[src/rtl/mem_ctrl_pkg.sv]
// Shared encodings and byte-lane helpers for the byte-serial memory controller.
package mem_ctrl_pkg;

  localparam logic        ENABLE    = 1'b1;
  localparam logic        DISABLE   = 1'b0;
  localparam logic [31:0] ZERO_WORD = '0;

  localparam logic [1:0] MEM_SIZE_B = 2'd0;
  localparam logic [1:0] MEM_SIZE_H = 2'd1;
  localparam logic [1:0] MEM_SIZE_W = 2'd2;

  typedef enum logic [1:0] {
    ST_IDLE,
    ST_RD,
    ST_WR,
    ST_DONE
  } state_e;

  typedef enum logic {
    OWN_IF,
    OWN_MEM
  } owner_e;

  // Size code 3 is treated as a word access.
  function automatic logic [2:0] size_bytes(input logic [1:0] size);
    case (size)
      MEM_SIZE_B: size_bytes = 3'd1;
      MEM_SIZE_H: size_bytes = 3'd2;
      default:    size_bytes = 3'd4;
    endcase
  endfunction

  function automatic logic [31:0] load_extend(input logic [31:0] w,
                                              input logic [1:0]  size,
                                              input logic        sign);
    case (size)
      MEM_SIZE_B: load_extend = {{24{sign & w[7]}}, w[7:0]};
      MEM_SIZE_H: load_extend = {{16{sign & w[15]}}, w[15:0]};
      default:    load_extend = w;
    endcase
  endfunction

  function automatic logic [7:0] get_byte(input logic [31:0] w, input logic [1:0] idx);
    get_byte = w[{idx, 3'b000} +: 8];
  endfunction

  function automatic logic [31:0] put_byte(input logic [31:0] w,
                                           input logic [1:0]  idx,
                                           input logic [7:0]  b);
    logic [31:0] r;
    r = w;
    r[{idx, 3'b000} +: 8] = b;
    put_byte = r;
  endfunction

endpackage

[src/rtl/mem_ctrl.sv]
// Arbitrates instruction fetch and load/store onto one byte-wide synchronous RAM,
// splitting accesses into little-endian byte cycles.
module mem_ctrl
  import mem_ctrl_pkg::*;
#(
  parameter int unsigned ADDR_W = 17
) (
  input  logic              clk,
  input  logic              rst,
  input  logic              if_req,
  input  logic [31:0]       if_addr,
  input  logic              if_cancel,
  output logic              if_done,
  output logic [31:0]       if_inst,
  input  logic              mem_req,
  input  logic              mem_we,
  input  logic [1:0]        mem_size,
  input  logic              mem_sign,
  input  logic [31:0]       mem_addr,
  input  logic [31:0]       mem_wdata,
  output logic              mem_done,
  output logic [31:0]       mem_rdata,
  output logic              stall_if,
  output logic              stall_mem,
  output logic [ADDR_W-1:0] ram_addr,
  output logic              ram_rw,
  output logic [7:0]        ram_dout,
  input  logic [7:0]        ram_din
);

  state_e            state;
  owner_e            owner;
  logic [ADDR_W-1:0] addr_q;
  logic [31:0]       wdata_q;
  logic [31:0]       buf_q;
  logic [1:0]        size_q;
  logic              sign_q;
  logic [2:0]        k_q;
  logic [2:0]        nbytes_q;
  logic              bubble_q;

  logic [ADDR_W-1:0] next_addr;
  logic [1:0]        slot;
  logic [31:0]       rd_word;
  logic              unused_addr_hi;

  // Only the low ADDR_W bits matter: the truncated add equals the low bits of the full add.
  assign unused_addr_hi = ^{if_addr[31:ADDR_W], mem_addr[31:ADDR_W]};

  assign next_addr = addr_q + ADDR_W'(k_q + 3'd1);
  assign slot      = k_q[1:0] - 2'd1;

  // Byte returned this cycle belongs to the address issued one cycle earlier.
  always_comb begin
    rd_word = put_byte(buf_q, slot, ram_din);
  end

  assign stall_if  = if_req & ~if_done;
  assign stall_mem = mem_req & ~mem_done;

  always_ff @(posedge clk or negedge rst) begin
    if (!rst) begin
      state     <= ST_IDLE;
      owner     <= OWN_IF;
      addr_q    <= '0;
      wdata_q   <= '0;
      buf_q     <= '0;
      size_q    <= '0;
      sign_q    <= DISABLE;
      k_q       <= '0;
      nbytes_q  <= '0;
      bubble_q  <= DISABLE;
      if_done   <= DISABLE;
      mem_done  <= DISABLE;
      if_inst   <= ZERO_WORD;
      mem_rdata <= ZERO_WORD;
      ram_addr  <= '0;
      ram_rw    <= DISABLE;
      ram_dout  <= '0;
    end else begin
      if_done  <= DISABLE;
      mem_done <= DISABLE;
      case (state)
        ST_IDLE: begin
          ram_rw   <= DISABLE;
          ram_addr <= '0;
          if (bubble_q) begin
            bubble_q <= DISABLE;
          end else if (mem_req) begin
            owner    <= OWN_MEM;
            addr_q   <= mem_addr[ADDR_W-1:0];
            wdata_q  <= mem_wdata;
            size_q   <= mem_size;
            sign_q   <= mem_sign;
            nbytes_q <= size_bytes(mem_size);
            k_q      <= '0;
            buf_q    <= ZERO_WORD;
            ram_addr <= mem_addr[ADDR_W-1:0];
            ram_rw   <= mem_we;
            ram_dout <= mem_wdata[7:0];
            state    <= mem_we ? ST_WR : ST_RD;
          end else if (if_req && !if_cancel) begin
            owner    <= OWN_IF;
            addr_q   <= if_addr[ADDR_W-1:0];
            size_q   <= MEM_SIZE_W;
            sign_q   <= DISABLE;
            nbytes_q <= 3'd4;
            k_q      <= '0;
            buf_q    <= ZERO_WORD;
            ram_addr <= if_addr[ADDR_W-1:0];
            ram_rw   <= DISABLE;
            state    <= ST_RD;
          end
        end

        ST_RD: begin
          ram_rw <= DISABLE;
          if (owner == OWN_IF && if_cancel) begin
            ram_addr <= '0;
            state    <= ST_IDLE;
          end else begin
            if (k_q != 3'd0) buf_q <= rd_word;
            if (k_q == nbytes_q) begin
              ram_addr <= '0;
              state    <= ST_DONE;
              if (owner == OWN_IF) begin
                if_inst <= rd_word;
                if_done <= ENABLE;
              end else begin
                mem_rdata <= load_extend(rd_word, size_q, sign_q);
                mem_done  <= ENABLE;
              end
            end else begin
              k_q      <= k_q + 3'd1;
              ram_addr <= (k_q + 3'd1 < nbytes_q) ? next_addr : '0;
            end
          end
        end

        ST_WR: begin
          if (k_q == nbytes_q - 3'd1) begin
            ram_rw   <= DISABLE;
            ram_addr <= '0;
            mem_done <= ENABLE;
            state    <= ST_DONE;
          end else begin
            k_q      <= k_q + 3'd1;
            ram_addr <= next_addr;
            ram_dout <= get_byte(wdata_q, k_q[1:0] + 2'd1);
          end
        end

        ST_DONE: begin
          ram_rw   <= DISABLE;
          ram_addr <= '0;
          bubble_q <= ENABLE;
          state    <= ST_IDLE;
        end

        default: state <= ST_IDLE;
      endcase
    end
  end

endmodule
[config.mk]
export PLATFORM = sky130hd
export DESIGN_NAME = mem_ctrl
export DESIGN_NICKNAME = d
export VERILOG_FILES = /design/src/rtl/mem_ctrl_pkg.sv /design/src/rtl/mem_ctrl.sv
export SDC_FILE = /design/constraint.sdc
export NUM_CORES = 1
export LEC_CHECK = 0
export CORE_ASPECT_RATIO = 0.5
export CORE_MARGIN = 4
export CORE_UTILIZATION = 46
export CTS_BUF_LIST = sky130_fd_sc_hd__clkbuf_4
export DETAILED_ROUTE_END_ITERATION = 8
export PLACE_DENSITY = 0.78
export SLEW_MARGIN = 5
export SYNTH_ARGS = -nofsm -noshare
export SYNTH_HDL_FRONTEND = slang
export SYNTH_SLANG_ARGS = --single-unit
[constraint.sdc]
create_clock -name clk -period 2.63 [get_ports clk]
set_clock_uncertainty 0.2 [all_clocks]
set_input_delay 0.526 -clock clk [delete_from_list [all_inputs] [get_ports clk]]
set_output_delay 0.526 -clock clk [all_outputs]
set_load 0.05 [all_outputs]
==> impl_metrics.csv <==
group,metric,value,unit
cts,cts_setup_buffers,0,
detailed_routing,dr.pass1.iters,5,
final_layout,fillers,1422,
global_route,grtUsageTotal,21.2,%
final_layout,multiInputGateArea,0.00362,mm²
logic_synthesis,synth_area,0.00856,mm²
sta,report.final.slew_viol_count,0,
setup_path,critPathLaunch,"mem_rdata[19]",
setup_path,timing.critical_path.max_delay_family,"buffers and inverters",
setup_path,reg2regPathDepth,8,
floorplan,start_util,48.0,%
power,p_sw,6.23,mW
setup_path,critPathLaunchType,"register",
global_route,grt_max_degree,71,
placed_design,portBuffers,176,
cts,cts_buffers,17,
final_layout,synthToLayoutAreaGrowth,29.5,%
power,p_sw_share,46.7,%
logic_synthesis,synthSimpleGateAreaFrac,15.0,%
sta,finalCritPeriodShare,96.4,%
floorplan,die_area,0.0210,mm²
setup_path,rrSetupSlack,0.16,ns
power,leakage,4.86,nW
sta,fin_tns_setup,0,ns
cts,cts_sinks,186,
logic_synthesis,ys_ff_latch,186,
sta,whs,0.292,ns
cts,clock_path_buffers,2,
logic_synthesis,ys_warn_count,0,
logic_synthesis,synthMuxAreaShare,9.87,%
sta,slew_headroom,60.3,%
floorplan,die_height,104,µm
placed_design,detailed_place_hpwl,15.8,mm
logic_synthesis,synthCells,833,
cts,tritoncts,"yes",
sta,hold_viol,0,
logic_synthesis,syn-num-nets,963,
logic_synthesis,postSynthAreaPerCell,10.3,µm²
global_route,grt_overflow,0,
sta,tightest_slew,0.596,ns
setup_path,path_buf_inv,1,
power,p_comb_share,54.0,%
power,p_total,13.3,mW
final_layout,seq_area,0.00465,mm²
setup_path,cp_num_cells,1,
placed_design,place_ws,0.0292,ns
logic_synthesis,yosysUniqueCellTypes,47,
logic_synthesis,synth-xor-area-share,2.21,%
sta,rsz0062_at_grt,"false",
worst_hold_path,hold_path_startpoint,"buf_q[7]",
setup_path,endpoint_kind,"output pin",
power,p_int,7.10,mW
setup_path,r2r-start,"k_q[0]",
final_layout,final_util,62.2,%
setup_path,critical_path_peak_fanout,2,
worst_hold_path,worstHoldPathCells,2,
detailed_routing,wl_per_cell,17.4,µm
placed_design,gp_congestion,0.880,
logic_synthesis,synth_top_family_by_area,"simple AND/OR/NAND/NOR gates",
logic_synthesis,seq_area_frac_synth,54.4,%
cts,clk_pin_slew,0.17,ns
cts,cts_root_buffer,"clkbuf_4",
setup_path,cp.arrival,1.81,ns
power,p_clk_share,11.9,%
logic_synthesis,synth_fa_ha_area_share,2.57,%
setup_path,crit_chain,"clkdlybuf4s50_1",
cts,cts_htree_levels,4,
floorplan,io_pins,207,
global_route,grt_pass1_wl,36.3,mm
detailed_routing,drcViolationCount,0,
run,max_cap_viol_count,0,
power,p_per_area,1200,mW/mm²
power,p_seq_share,34.1,%
global_route,grt_pass1_vias,7136,
sta,worst_slack,0.0950,ns
sta,fin_crit,2.53,ns
detailed_routing,routed_wl,22.0,mm
final_layout,nNetsFinal,1148,
detailed_routing,drt_iter0_markers,483,
outcome,status,"finished, final reports clean",
detailed_routing,ant_nets,0,
final_layout,diodes,0,
worst_hold_path,hold_class,"reg -> reg",
setup_path,cpPeakStageDelay,0.84,ns
sta,setup_viol,0,
cts,clock_latency,0.58,ns
setup_path,worstSetupPathType,"reg -> out",
floorplan,die_x,201,µm
setup_path,crit_slowest_cell,"clkdlybuf4s50_1",
detailed_routing,vias,6826,
sta,max_freq,394,MHz
floorplan,rows,34,
setup_path,required,1.90,ns
power,vdd_ir_drop_max,0.000736,V
logic_synthesis,synth_compound_area_share,12.4,%
final_layout,drive_above_1_share,13.1,%
detailed_routing,viasPerCell,5.40,
floorplan,coreArea,0.0178,mm²
global_route,antenna_found_initial,0,
==> cells in the mapped netlist (all sizes together) <==
master	instances	area, µm²
dfrtp	186	4650
nand2	155	582
o21ai	98	494
mux2	51	574
nor2	47	186
a21oi	45	225
inv	32	120
nand3	25	125
clkbuf	24	90.1
nor2b	22	138
buf	19	90.1
ha	16	200
xor2	13	114
a22o	10	87.6
mux2i	9	90.1
o31ai	9	67.6
mux4	8	180
nand2b	7	43.8
o22a	7	61.3
and3	6	37.5
xnor2	6	52.6
nand4	5	31.3
a21o	4	30.0
nor3	4	20.0
o21bai	4	30.0
a41oi	2	17.5
and2	2	12.5
and4	2	20.0
nand3b	2	15.0
nor4	2	42.5
a21boi	1	7.51
a32oi	1	8.76
fa	1	20.0
nor4b	1	15.0
nor4bb	1	10.0
o211ai	1	7.51
o21a	1	7.51
o221ai	1	8.76
o32ai	1	8.76
or3b	1	8.76
xnor3	1	22.5
==> final timing paths <==
| kind | endpoint |
|---|---|
| worst min-delay path | buf_q[7] |
| worst max register to register | mem_rdata[28] |
| max in group asynchronous | buf_q[14] |
| worst min register to register | buf_q[7] |
| worst max-delay path | mem_rdata[19] |
| min in group asynchronous | ram_dout[6] |
==> cells by family after synthesis <==
kind of cell,after synthesis
buf+inv,75
simple gates,282
flops,186
xor+xnor,20
mux,68
compound gates,185
fa+ha+maj,17
==> through the flow <==
step / cell area (µm²) / cells
after floorplan: 8560 / 833
after global placement: 10800 / 1232
after detailed placement: 10800 / 1232
after CTS: 11100 / 1265
after global routing: 11100 / 1265
final: 11100 / 1265
==> registers in the layout, indices dropped and copies added, names as in the netlist, 2 cells and up <==
signal     cells
buf_q         32
if_inst       32
mem_rdata     32
wdata_q       32
addr_q        17
ram_addr      17
ram_dout       8
k_q            3
nbytes_q       3
size_q         2
state          2
==> layout by cell type (no fill, tap or decap), types with 4 or more instances in the layout <==
cell             instances
clkbuf_4                18
mux2i_1                  9
dfrtp_1                186
nor3_1                   4
a22o_1                  10
o31ai_1                  9
buf_4                   26
inv_8                    4
ha_1                    16
xnor2_1                  6
inv_1                   32
o21ai_0                 93
nand2_1                155
o21bai_1                 4
nand4_1                  5
nor2b_1                 22
clkdlybuf4s50_1        171
nand3_1                 25
xor2_1                  13
nand2b_1                 7
o22a_1                   7
mux2_2                  51
and3_1                   6
o21ai_1                  4
buf_12                   7
mux4_2                   8
a21oi_1                 44
nor2_1                  45
==> tightest hold or removal path: stages, from the launching register on <==
cell and delay, ns:
dfrtp_1 0.37, nand2_1 0.05, o31ai_1 0.05
==> cell type report <==
| class | instances | share of cell area [%] |
|---|---|---|
| Clock inverter | 14 | 1.39 |
| Clock buffer | 18 | 1.22 |
| Tap cell | 234 | 2.64 |
| Sequential cell | 186 | 42.0 |
| Timing Repair Buffer | 209 | 19.0 |
| Inverter | 32 | 1.08 |
| Multi-Input combinational cell | 572 | 32.6 |
==> power by group through the flow <==
stage	Combinational, mW	Clock, mW	Sequential (mW)
final	7.19	1.59	4.55
after global routing	7.72	1.77	4.69
after CTS	7.21	1.63	4.56
after detailed placement	7.18	0	4.61
after global placement	7.02	0	4.56
after floorplan	3.04	0	6.32
==> layer usage <==
metal	wire length, µm	track usage, %	vias to the layer above
met3	1170	4.36	27
met5	0	0	-
li1	-	-	3224
met1	9770	28.5	3384
met2	10700	35.7	191
met4	306	5.40	0
==> what timing repair did <==
item / in CTS / in global routing
hold buffers: 1 / 0
endpoints found under the hold margin: 66 / 0
gates resized for setup: 0 / 5
setup endpoints to repair: 0 / 12
No activity file was read; power rests on OpenSTA's default activity.
